==> src/rtl/us_timer_bank.sv <==
// Multi-channel microsecond timer bank: one shared 1 us prescaler
// feeding independent periodic / one-shot / square-wave channels.
module us_timer_bank #(
  parameter int CLOCK_SPEED_MHZ = 12,
  parameter int CHANNELS        = 4,
  parameter int PERIOD_WIDTH    = 16,
  localparam int CW = (CHANNELS > 1) ? $clog2(CHANNELS) : 1
) (
  input  logic                    CLK,
  input  logic                    RST_N,
  input  logic                    wr_en,
  input  logic [CW-1:0]           wr_chan,
  input  logic [PERIOD_WIDTH-1:0] wr_period,
  input  logic [1:0]              wr_mode,
  output logic                    us_tick,
  output logic [CHANNELS-1:0]     pulse,
  output logic [CHANNELS-1:0]     level,
  output logic [CHANNELS-1:0]     active
);

  localparam int PSW = $clog2(CLOCK_SPEED_MHZ);
  localparam logic [PSW-1:0] PRE_TOP = PSW'(CLOCK_SPEED_MHZ - 1);

  typedef enum logic [1:0] {
    OFF      = 2'd0,
    PERIODIC = 2'd1,
    ONESHOT  = 2'd2,
    SQUARE   = 2'd3
  } mode_t;

  logic [PSW-1:0] pre;

  always_ff @(posedge CLK or negedge RST_N) begin
    if (!RST_N) begin
      pre <= '0;
    end else if (pre == PRE_TOP) begin
      pre <= '0;
    end else begin
      pre <= pre + PSW'(1);
    end
  end

  assign us_tick = (pre == PRE_TOP);

  for (genvar i = 0; i < CHANNELS; i++) begin : g_ch
    logic [PERIOD_WIDTH-1:0] per;
    logic [PERIOD_WIDTH-1:0] cnt;
    mode_t                   mode;
    logic                    lvl;
    logic                    pls;
    logic                    sel;
    logic                    run;
    logic                    wrap;

    assign sel  = wr_en && (wr_chan == CW'(i));
    assign run  = us_tick && (mode != OFF) && (per != '0);
    assign wrap = (cnt == per - PERIOD_WIDTH'(1));

    // A write in a tick cycle takes priority and swallows that tick.
    always_ff @(posedge CLK or negedge RST_N) begin
      if (!RST_N) begin
        per  <= '0;
        cnt  <= '0;
        mode <= OFF;
        lvl  <= 1'b0;
        pls  <= 1'b0;
      end else if (sel) begin
        per  <= wr_period;
        mode <= mode_t'(wr_mode);
        cnt  <= '0;
        lvl  <= 1'b0;
        pls  <= 1'b0;
      end else begin
        pls <= 1'b0;
        if (run) begin
          if (wrap) begin
            cnt <= '0;
            unique case (mode)
              PERIODIC: pls <= 1'b1;
              ONESHOT: begin
                pls  <= 1'b1;
                mode <= OFF;
              end
              SQUARE:  lvl <= ~lvl;
              default: ;
            endcase
          end else begin
            cnt <= cnt + PERIOD_WIDTH'(1);
          end
        end
      end
    end

    assign pulse[i]  = pls;
    assign level[i]  = lvl;
    assign active[i] = (mode != OFF);
  end

endmodule

==> config.mk <==
export PLATFORM = sky130hd
export DESIGN_NAME = us_timer_bank
export DESIGN_NICKNAME = d
export VERILOG_FILES = /design/src/rtl/us_timer_bank.sv
export SDC_FILE = /design/constraint.sdc
export NUM_CORES = 1
export LEC_CHECK = 0
export CORE_MARGIN = 1.5
export CORE_UTILIZATION = 25
export DETAILED_ROUTE_END_ITERATION = 16
export GPL_TIMING_DRIVEN = 0
export MAX_ROUTING_LAYER = met4
export PLACE_DENSITY = 0.48
export SLEW_MARGIN = 10
export SYNTH_ARGS = -nofsm -noshare
export SYNTH_HDL_FRONTEND = slang
export SYNTH_SLANG_ARGS = --single-unit
==> constraint.sdc <==
create_clock -name CLK -period 4.2 [get_ports CLK]
set_clock_uncertainty 0.2 [all_clocks]
set_input_delay 0.42 -clock CLK [delete_from_list [all_inputs] [get_ports CLK]]
set_output_delay 0.42 -clock CLK [all_outputs]
set_load 0.02 [all_outputs]
### Word-level counts from Yosys, hierarchy flattened

Index checks and enable logic that the tools add are counted.

| operators by class | value |
|---|---|
| bitwise logic cells | 4 |
| reductions and logical operators | 49 |
| equality and inequality tests | 20 |
| muxes and demuxes | 61 |
| add/subtract/negate cells | 9 |

Operator list:

| operator | number |
|---|---|
| $mux 16 | 12 |
| $add 16x1->16 const B | 4 |
| $eq 16x16->1 | 4 |
| $reduce_bool 16->1 | 4 |
| $sub 16x1->16 const B | 4 |
| $reduce_bool 2->1 | 20 |
| $mux 1 | 32 |
| $mux 2 | 16 |
| $reduce_and 3->1 | 8 |
| $eq 2x2->1 const B | 10 |
| $logic_and 1x1->1 | 12 |
| $eq 2x1->1 const B | 5 |
| $reduce_or 2->1 | 4 |
| $add 4x1->4 const B | 1 |
| $eq 4x4->1 const B | 1 |
| $mux 4 | 1 |
| $not 1->1 | 4 |
| $logic_not 2->1 | 1 |

| word-level totals | value |
|---|---|
| bits of input ports | 23 |
| logic and storage cells | 164 |
| flip-flop bits (word level) | 148 |
| output and inout bits | 13 |

### Depth between registers and ports, before layout

Gate-level depths: netlist of run 1.

| logic depth | value |
|---|---|
| word-level depth | 6 |
| mapped depth | 12 |
| mapped depth without buffers | 10 |

### Least setup slack after synthesis of run 1

OpenSTA, ideal clock, no wires.

| timing path | value |
|---|---|
| path kind | reg-to-reg |
| from | register g_ch[3].per[0] |
| to | register g_ch[3].cnt[10] |
| library setup time | 121 ps |
| period minus slack after synthesis | 3123 ps |
| path slack | 1077 ps |
| data required time | 3879 ps |
| cell stages (with the launch flop) | 13 |
| path buffers | 2 |
| data arrival time | 2802 ps |
| path through | dfrtp_1 inv_1 ha_1 or4b_4 nor4b_2 a221o_1 o311a_1 o211ai_1 or4_1 buf_2 o21bai_1 buf_2 nor2_1 |

| on the way | value |
|---|---|
| longest elaborated chain between the ends | 5 |
| elaborated cells on any way between the ends | 8 |
| those cells by class | add/sub: 1; eq/ne: 1; mux: 3; reduce/logical: 3 |

Ends and longest elaborated chain:

| element | RTL line | RTL |
|---|---|---|
| from (decl) | 46 | `logic [PERIOD_WIDTH-1:0] per;` |
| from (signal assigned) | 68 | `per <= wr_period;` |
| $sub 16x1->16 | 57 | `assign wrap = (cnt == per - PERIOD_WIDTH'(1));` |
| $eq 16x16->1 | 57 |  |
| $mux 16 | 76 | `if (wrap) begin` |
| $mux 16 | 75 | `if (run) begin` |
| $mux 16 | 67 | `end else if (sel) begin` |
| to (signal assigned) | 88 | `cnt <= cnt + PERIOD_WIDTH'(1);` |
| to (decl) | 47 | `logic [PERIOD_WIDTH-1:0] cnt;` |

Several ways; a longest one is shown, not always the timed one. The select of a mux whose other input is x is not followed.
A chain may end at the register's enable or synchronous reset.

### Worst setup path in the final report of run 1

| timing path | value |
|---|---|
| from | register g_ch[0].per[0] |
| to | register g_ch[0].cnt[14] |

| on the way | value |
|---|---|
| longest elaborated chain between the ends | 5 |
| elaborated cells on any way between the ends | 8 |
| those cells by class | add/sub: 1; eq/ne: 1; mux: 3; reduce/logical: 3 |

Ends and longest elaborated chain:

| element | RTL line |
|---|---|
| from (decl) | 46 |
| from (signal assigned) | 68 |
| $sub 16x1->16 | 57 |
| $eq 16x16->1 | 57 |
| $mux 16 | 76 |
| $mux 16 | 75 |
| $mux 16 | 67 |
| to (signal assigned) | 88 |
| to (decl) | 47 |

Several ways; a longest one is shown, not always the timed one. The select of a mux whose other input is x is not followed.

==> qor.csv, run 1 <==
stage;metric;value;unit
yosys;synth_top_area_share;40.40;%
routing;wl_per_cell;15.72;um
power_and_ir_drop;ir_worst_vdd;0.0003051;V
yosys;syn_inst;997;
routing;ant_nets;0;
clock_network;clock_latency;0.43;ns
sta;finalSetupViolations;0;
worst_hold_path;min_from;pre[0]$_DFF_PN0_;
routing;routed_via_density;4.790;
routing;dr.first_iter.drc_count;579;
sta;worst_slack;0.5324;ns
yosys;synth_area;9166;um2
die;start_util;25.58;%
die;dieArea;37820;um2
placed_design;hpwlAfterDp;17620;um
global_routing;grt_max_degree;85;
critical_path;worst_path_max_delay_cell;or4b_1;
sta;worst_pin_slew;1.042;ns
layout;area_delta_synth_final;16.72;%
critical_path;crit_family;simple AND/OR/NAND/NOR gates;
yosys;ys_seq_area_share;40.40;%
clock_network;holdBufCountCts;1;
clock_network;cts_tree;built;
sta;final.period_utilization;87.32;%
critical_path;critical_path.startpoint;g_ch[0].per[0]$_DFFE_PN0P_;
die;die_y;194.5;um
routing;totalWireLength;24000;um
clock_network;cts-root-buf;clkbuf_16;
yosys;yosysWarningCount;0;
routing;drc;0;
layout;mostFrequentLayoutCells;dfrtp_1 (148), nand2_1 (117), nor2_1 (82);
critical_path;path_max_fanout;10;
sta;period_minus_slack;3.668;ns
global_routing;antenna_found_initial;0;
layout;antenna_cells;0;
clock_network;numCtsBuffers;17;
clock_network;cts_num_sinks;148;
worst_hold_path;hp-class;reg -> reg;
critical_path;r2r-start;g_ch[0].per[0]$_DFFE_PN0P_;
yosys;synth_top_cell_by_area;dfrtp_1;
global_routing;grt_pass1_vias;7108;
layout;drive_gt1_share;10.51;%
yosys;ys_ff_latch;148;
yosys;ys_async_sr_fraction;100.0;%
die;dieWidth;194.5;um
routing;dr.pass1.iters;5;
sta;hold_slack;0.2761;ns
clock_network;clk_pin_slew;0.07;ns
clock_network;clockBufferDepth;2;
yosys;yosys-top-cells-area;dfrtp_1 (40%), mux2_2 (6.0%), xnor2_1 (5.4%);
die;row_count;69;
sta;relSlewSlack;29.95;%
yosys;synth_ff_type;dfrtp_1;
clock_network;h-tree-depth;4;
placed_design;place_area;10130;um2
critical_path;cp.required;4.32;ns
layout;final_common_cell;dfrtp_1;
critical_path;cp-start-kind;flip-flop;
critical_path;cp.buffers_inverters;3;
critical_path;arrival;3.79;ns
sta;grt_setup_unrepaired;false;
critical_path;crit_chain;inv_1, ha_1, or4b_1, clkbuf_1, or3_1, o22ai_1, o21bai_1, nand4_1, nand2_1, clkbuf_1, o21ai_0, a22o_1;
placed_design;portBuffers;35;
critical_path;end_kind;flip-flop;
power_and_ir_drop;leakagePower;4.440;nW
job;max_cap_viol_count;0;
layout;layout.nets;1097;
critical_path;crit_type;reg -> reg;
clock_network;cts-resized-gates;0;
clock_network;post_cts_buffers;0;
placed_design;gp_congestion;0.8415;
global_routing;track_usage;13.44;%
status;status;finished, final reports clean;
die;core_area;35830;um2
global_routing;grt_overflow;0;
routing;vias;7315;
sta;hold_viol;0;
sta;slew_violations;0;
critical_path;cpMostUsedCell;clkbuf_1;
global_routing;grt_pass1_wl;39120;um
yosys;ys_types;75;
placed_design;place_ws;0.5637;ns
power_and_ir_drop;power.density;379.7;nW/um2
yosys;syn_nets;1041;
die;io_pins;36;
layout;fin_area;10700;um2
yosys;synth-edff-count;0;
critical_path;cp_slowest_stage_delay;0.45;ns
yosys;syn_avg_cell_area;9.194;um2
sta;clock.fmax;0.2727;GHz
-- worst paths after layout --
path	endpoint	slack (ns)	cells after the start
max	g_ch[0].cnt[14]$_DFFE_PN0P_	0.53	12
min	pre[0]$_DFF_PN0_	0.28	1
max reg2reg	g_ch[0].cnt[14]$_DFFE_PN0P_	0.53	12
min reg2reg	pre[0]$_DFF_PN0_	0.28	1
max in group asynchronous	g_ch[0].cnt[0]$_DFFE_PN0P_	2.66	3
min in group asynchronous	g_ch[2].mode[1]$_DFFE_PN0P_	0.32	2
-- routing by layer --
metal  vias to the layer above  share of wire, %  track usage (%)
met5                         -                 0                -
li1                       3649                 -                -
met2                        98                48            21.48
met3                        30               2.0            2.082
met1                      3538                48            17.39
met4                         0               1.9            4.282
-- layout make-up --
cell class                      count  area [um2]
Fill cell                        3702       25130
Clock inverter                     12       108.9
Inverter                           38       142.6
Multi-Input combinational cell    765        5111
Clock buffer                       20       446.7
Buffer                             46       216.5
Timing Repair Buffer               37       392.9
Sequential cell                   148        3704
Tap cell                          461       576.8
-- flip-flops by register name (all words and copies together), names as in the netlist --
name and count:
g_ch.cnt 64, g_ch.lvl 4, g_ch.mode 8, g_ch.per 64
g_ch.pls 4, pre 4
-- kinds of logic after synthesis --
| family | synth area share, % |
|---|---|
| and+or+nand+nor | 24.32 |
| AOI/OAI and AO/OA | 11.81 |
| DFF | 40.40 |
| xor gates and xnor gates | 10.22 |
| buffers and inverters | 3.918 |
| muxes | 6.456 |
| adders and majority gates | 2.866 |
-- Yosys cell counts, types with 13 or more instances --
cell type and n:
o21ai_0 36, xnor2_1 57, a22o_1 13, clkbuf_1 31, and3_1 28, a21oi_1 18, nor2b_1 17, nor2_1 82
nor4_1 14, xor2_1 50, inv_1 38, dfrtp_1 148, ha_1 21, nor3_1 30, nand2_1 117, nand4_1 18
nand2b_1 13, nand3_1 41, mux2_2 49
-- power breakdown --
group	internal (mW)	leakage, nW	switching [mW]
registers	1.57	1.90	0.184
logic	0.393	2.27	0.453
clock network	0.830	0.270	0.638
total	2.79	4.44	1.27
-- metrics by stage --
| step | std cells | setup TNS (ns) | utilization (%) | power, mW |
|---|---|---|---|---|
| global route | 1527 | 0 | 29.86 | 4.296 |
| floorplan | 997 | 0 | - | 2.346 |
| CTS | 1527 | 0 | 29.86 | 4.112 |
| detailed placement | 1494 | 0 | 28.28 | 2.620 |
| finish | 1527 | 0 | 29.86 | 4.063 |
| global placement | 1493 | -571.83 | 28.17 | 2.602 |
-- worst reg2reg max path, cell delays in order (launching register included) --
cell and delay (ns):
dfrtp_1 0.42, inv_1 0.10, ha_1 0.24, or4b_1 0.45, clkbuf_1 0.18, or3_1 0.39, o22ai_1 0.16, o21bai_1 0.12
nand4_1 0.23, nand2_1 0.27, clkbuf_1 0.38, o21ai_0 0.16, a22o_1 0.25
(Power assumes the default switching activity.)
==> inputs of run 2 (changes only) <==
--- a/config.mk
+++ b/config.mk
@@ -11,7 +11,7 @@
 export GPL_TIMING_DRIVEN = 0
 export MAX_ROUTING_LAYER = met4
 export PLACE_DENSITY = 0.48
-export SLEW_MARGIN = 10
+export SLEW_MARGIN = 30
 export SYNTH_ARGS = -nofsm -noshare
 export SYNTH_HDL_FRONTEND = slang
 export SYNTH_SLANG_ARGS = --single-unit
==> constraint.sdc (replaced) <==
create_clock -name CLK -period 4.2 [get_ports CLK]
set_clock_uncertainty 0.2 [all_clocks]
set_input_delay 1.05 -clock CLK [delete_from_list [all_inputs] [get_ports CLK]]
set_output_delay 1.05 -clock CLK [all_outputs]
set_load 0.02 [all_outputs]
==> qor.csv, run 2 (synthesized netlist as in run 1, its figures left out) <==
stage;metric;value;unit
sta;finalSetupViolations;0;
global_routing;grt_pass1_wl;38870;um
worst_hold_path;hp-class;reg -> reg;
layout;final_common_cell;dfrtp_1;
layout;mostFrequentLayoutCells;dfrtp_1 (148), nand2_1 (117), nor2_1 (82);
routing;totalWireLength;24040;um
sta;hold_viol;0;
placed_design;portBuffers;35;
critical_path;path_max_fanout;6;
critical_path;r2r-start;g_ch[0].per[0]$_DFFE_PN0P_;
clock_network;clk_pin_slew;0.07;ns
clock_network;post_cts_buffers;0;
die;die_y;194.5;um
global_routing;antenna_found_initial;0;
placed_design;gp_congestion;0.8415;
power_and_ir_drop;power.density;379.9;nW/um2
routing;dr.pass1.iters;5;
global_routing;grt_overflow;0;
global_routing;track_usage;13.37;%
sta;final.period_utilization;89.28;%
die;io_pins;36;
critical_path;r2r_setup_slack;0.53;ns
clock_network;cts_tree;built;
placed_design;placed_cells;1494;
sta;worst_pin_slew;0.8759;ns
layout;layout.nets;1096;
routing;dr.first_iter.drc_count;472;
power_and_ir_drop;ir_worst_vdd;0.0003032;V
clock_network;cts_num_sinks;148;
clock_network;cts-root-buf;clkbuf_16;
global_routing;grt_max_degree;84;
routing;drc;0;
critical_path;end_kind;output port;
critical_path;cp-start-kind;flip-flop;
sta;clock.fmax;0.2667;GHz
critical_path;cp.required;2.95;ns
clock_network;h-tree-depth;4;
sta;final.setup.tns;0;ns
placed_design;place_ws;0.4852;ns
critical_path;worst_path_max_delay_cell;clkdlybuf4s50_1;
sta;relSlewSlack;41.07;%
critical_path;cp.buffers_inverters;2;
placed_design;hpwlAfterDp;17600;um
critical_path;crit_chain;ha_1, nand3b_1, inv_1, clkdlybuf4s50_1;
sta;hold_slack;0.2721;ns
layout;stdcell_count;1526;
sta;worst_slack;0.4502;ns
sta;slew_violations;0;
critical_path;crit_type;reg -> out;
die;row_count;69;
layout;largestRegisters;g_ch.cnt (64), g_ch.per (64), g_ch.mode (8);
routing;routed_via_density;4.814;
routing;wl_per_cell;15.76;um
die;dieWidth;194.5;um
critical_path;critical_path.startpoint;pre[0]$_DFF_PN0_;
die;dieArea;37820;um2
layout;area_delta_synth_final;16.72;%
clock_network;cts-resized-gates;0;
job;max_cap_viol_count;0;
die;start_util;25.58;%
sta;period_minus_slack;3.750;ns
clock_network;clock_latency;0.43;ns
clock_network;holdBufCountCts;0;
sta;grt_setup_unrepaired;false;
critical_path;crit_family;buffers and inverters;
routing;vias;7346;
layout;fill_cells;3705;
power_and_ir_drop;leakagePower;4.437;nW
worst_hold_path;min_from;pre[0]$_DFF_PN0_;
critical_path;cp_slowest_stage_delay;0.65;ns
routing;ant_nets;0;
critical_path;arrival;2.50;ns
layout;antenna_cells;0;
clock_network;numCtsBuffers;17;
clock_network;clockBufferDepth;2;
layout;final_util;29.86;%
layout;drive_gt1_share;10.70;%
status;status;finished, final reports clean;
die;core_area;35830;um2
global_routing;grt_pass1_vias;7128;
[run 2: cell types whose count changed in the layout (fill, tap and decap cells not counted), sizes merged]
cell | previous run | this run
dlygate4sd3 | 1 | 0
[run 2: layer usage]
metal / part of all wire, % / global-route usage, %
met1: 48 / 17.18
met5: 0 / -
met3: 2.0 / 1.926
met2: 47 / 21.25
met4: 2.7 / 5.122
[run 2: path summary, 6_finish.rpt]
| check | endpoint | cells after the start |
|---|---|---|
| worst max-delay path | us_tick | 4 |
| worst min-delay path | pre[0]$_DFF_PN0_ | 1 |
| worst max register to register | g_ch[0].cnt[14]$_DFFE_PN0P_ | 12 |
| worst min register to register | pre[0]$_DFF_PN0_ | 1 |
| max in group asynchronous | g_ch[0].cnt[1]$_DFFE_PN0P_ | 2 |
| min in group asynchronous | g_ch[2].mode[1]$_DFFE_PN0P_ | 1 |
[run 2: area by class of cell]
type	instances	area, um2	area share (%)
clock buffer	20	446.7	4.175
sequential	148	3704	34.62
buffer	46	216.5	2.023
timing repair buffer	36	382.9	3.579
inverter	38	142.6	1.333
clock inverter	12	108.9	1.017
tap	461	576.8	5.391
multi-input combinational	765	5121	47.87
[run 2: power breakdown]
| part | leakage [nW] | internal (mW) | switching (mW) |
|---|---|---|---|
| Sequential | 1.90 | 1.57 | 0.183 |
| Combinational | 2.26 | 0.393 | 0.450 |
| Clock | 0.270 | 0.831 | 0.642 |
| Total | 4.44 | 2.79 | 1.28 |
[run 2: stage by stage]
| stage | total power, mW | instance area [um2] |
|---|---|---|
| 4_1_cts | 4.108 | 10690 |
| 6_report | 4.064 | 10700 |
| 5_1_grt | 4.297 | 10700 |
| 2_1_floorplan | 2.346 | 9166 |
| 3_5_place_dp | 2.619 | 10130 |
| 3_3_place_gp | 2.602 | 10090 |
[run 2: worst register-to-register path: cells and delay by family, from the launching register on]
family          cells  cell delay, ns
compound gates      4            0.70
fa+ha+maj           1            0.24
buf+inv             3            0.67
flops               1            0.42
simple gates        4            1.35
==> inputs of run 3 (changes only) <==
--- a/config.mk
+++ b/config.mk
@@ -5,7 +5,8 @@
 export SDC_FILE = /design/constraint.sdc
 export NUM_CORES = 1
 export LEC_CHECK = 0
-export CORE_MARGIN = 1.5
+export CAP_MARGIN = 30
+export CORE_MARGIN = 3
 export CORE_UTILIZATION = 25
 export DETAILED_ROUTE_END_ITERATION = 16
 export GPL_TIMING_DRIVEN = 0
==> qor.csv, run 3 (synthesized netlist as in run 1, its figures left out) <==
stage;metric;value;unit
clock_network;cts_num_sinks;148;
power_and_ir_drop;leakagePower;4.465;nW
placed_design;gp_congestion;0.8570;
layout;antenna_cells;0;
status;status;finished, final reports clean;
job;max_cap_viol_count;0;
layout;mostFrequentLayoutCells;dfrtp_1 (148), nand2_1 (117), nor2_1 (82);
clock_network;numCtsBuffers;17;
power_and_ir_drop;seq_power_share;41.2;%
global_routing;met1_usage;16.93;%
sta;period_minus_slack;3.733;ns
routing;dr.first_iter.drc_count;459;
routing;wl_per_cell;15.79;um
critical_path;cp-start-kind;flip-flop;
layout;final_common_cell;dfrtp_1;
critical_path;r2r_end;g_ch[0].cnt[14]$_DFFE_PN0P_;
power_and_ir_drop;switching_share;30.03;%
die;start_util;25.58;%
routing;drc;0;
sta;grt_setup_unrepaired;false;
clock_network;cts-root-buf;clkbuf_16;
layout;largestRegisters;g_ch.cnt (64), g_ch.per (64), g_ch.mode (8);
global_routing;antenna_found_initial;0;
layout;fin_area;10760;um2
routing;ant_nets;0;
routing;routed_via_density;4.808;
power_and_ir_drop;ir_worst_vdd;0.0003132;V
worst_hold_path;hp-class;reg -> reg;
global_routing;grt_busiest_layer;met2;
critical_path;arrival;3.85;ns
critical_path;crit_type;reg -> reg;
sta;slew_violations;0;
critical_path;path_max_fanout;10;
power_and_ir_drop;switchingPower;1.272;mW
layout;layout.nets;1096;
critical_path;reg2regPathDepth;12;
power_and_ir_drop;power.internal;2.964;mW
placed_design;placed_cells;1494;
critical_path;critical_path.startpoint;g_ch[0].per[0]$_DFFE_PN0P_;
power_and_ir_drop;power.density;393.6;nW/um2
sta;relSlewSlack;43.33;%
layout;stdcell_count;1526;
layout;area_delta_synth_final;17.40;%
global_routing;grt_pass1_vias;7194;
critical_path;cp.required;4.31;ns
clock_network;clockBufferDepth;2;
power_and_ir_drop;finalPower;4.236;mW
layout;drive_gt1_share;10.80;%
die;dieArea;39000;um2
global_routing;track_usage;13.02;%
clock_network;clock_latency;0.43;ns
routing;totalWireLength;24090;um
sta;final.period_utilization;88.89;%
die;row_count;69;
routing;vias;7337;
sta;hold_slack;0.2581;ns
placed_design;portBuffers;35;
critical_path;end_kind;flip-flop;
critical_path;cp-endpoint;g_ch[0].cnt[14]$_DFFE_PN0P_;
sta;worst_pin_slew;0.8436;ns
power_and_ir_drop;p_clk_share;38.8;%
critical_path;r2r-start;g_ch[0].per[0]$_DFFE_PN0P_;
placed_design;place_area;10130;um2
sta;clock.fmax;0.2679;GHz
clock_network;holdBufCountCts;0;
die;core_area;35830;um2
global_routing;use_met3;1.808;%
placed_design;hpwlAfterDp;17760;um
critical_path;r2r_setup_slack;0.47;ns
die;die_y;197.5;um
layout;final_util;30.04;%
clock_network;clk_pin_slew;0.06;ns
global_routing;grt_max_degree;80;
die;dieWidth;197.5;um
clock_network;cts-resized-gates;0;
routing;dr.pass1.iters;4;
clock_network;post_cts_buffers;0;
die;io_pins;36;
global_routing;grt_pass1_wl;39170;um
clock_network;h-tree-depth;4;
sta;hold_viol;0;
clock_network;cts_tree;built;
sta;finalSetupViolations;0;
global_routing;use_met2;21.05;%
power_and_ir_drop;combPwrFrac;19.9;%
global_routing;grt_overflow;0;
[run 3: layer usage]
metal | up-vias | routed length (um)
met2 | 76 | 11530
met5 | - | 0
met3 | 26 | 445
met4 | 0 | 525
li1 | 3650 | -
met1 | 3585 | 11600
[run 3: metrics by stage]
| step | TNS, ns | setup WS [ns] |
|---|---|---|
| 6_report | 0 | 0.4667 |
| 3_3_place_gp | -672.41 | -4.559 |
| 4_1_cts | 0 | 0.4167 |
| 3_5_place_dp | 0 | 0.4960 |
| 5_1_grt | 0 | 0.2280 |
| 2_1_floorplan | 0 | 1.077 |
[run 3: cell type report]
| cell class | instances | area, um2 |
|---|---|---|
| inverters | 38 | 142.6 |
| repair buffers | 36 | 382.9 |
| multi-input cells | 765 | 5116 |
| clock buffers | 18 | 439.2 |
| flip-flops and latches | 148 | 3704 |
| well taps | 461 | 576.8 |
| clock inverters | 14 | 183.9 |
| fillers | 3712 | 25070 |
| plain buffers | 46 | 216.5 |
[run 3: worst min path at each step]
stage / startpoint / end / slack [ns] / cells past startpoint
after floorplan: pre[0]$_DFF_PN0_ / pre[0]$_DFF_PN0_ / 0.23 / 1
after global placement: pre[0]$_DFF_PN0_ / pre[0]$_DFF_PN0_ / 0.25 / 1
after detailed placement: pre[0]$_DFF_PN0_ / pre[0]$_DFF_PN0_ / 0.26 / 1
after CTS: pre[0]$_DFF_PN0_ / pre[0]$_DFF_PN0_ / 0.26 / 1
after global routing: pre[0]$_DFF_PN0_ / pre[0]$_DFF_PN0_ / 0.30 / 1
final: pre[0]$_DFF_PN0_ / pre[0]$_DFF_PN0_ / 0.26 / 1
[run 3: power groups by stage]
stage	Sequential [mW]	Clock [mW]	Combinational (mW)
finish	1.75	1.65	0.843
global route	1.78	1.76	0.951
CTS	1.75	1.69	0.852
detailed placement	1.77	0	0.846
global placement	1.77	0	0.831
floorplan	1.72	0	0.628
[run 3: critical path, cell delays in order, from the launching register on]
cell,delay [ns]
dfrtp_1,0.43
inv_1,0.11
ha_1,0.23
or4b_1,0.46
clkbuf_1,0.18
or3_1,0.39
o22ai_1,0.16
o21bai_1,0.13
nand4_1,0.25
nand2_1,0.27
clkbuf_1,0.39
o21ai_0,0.18
a22o_1,0.25
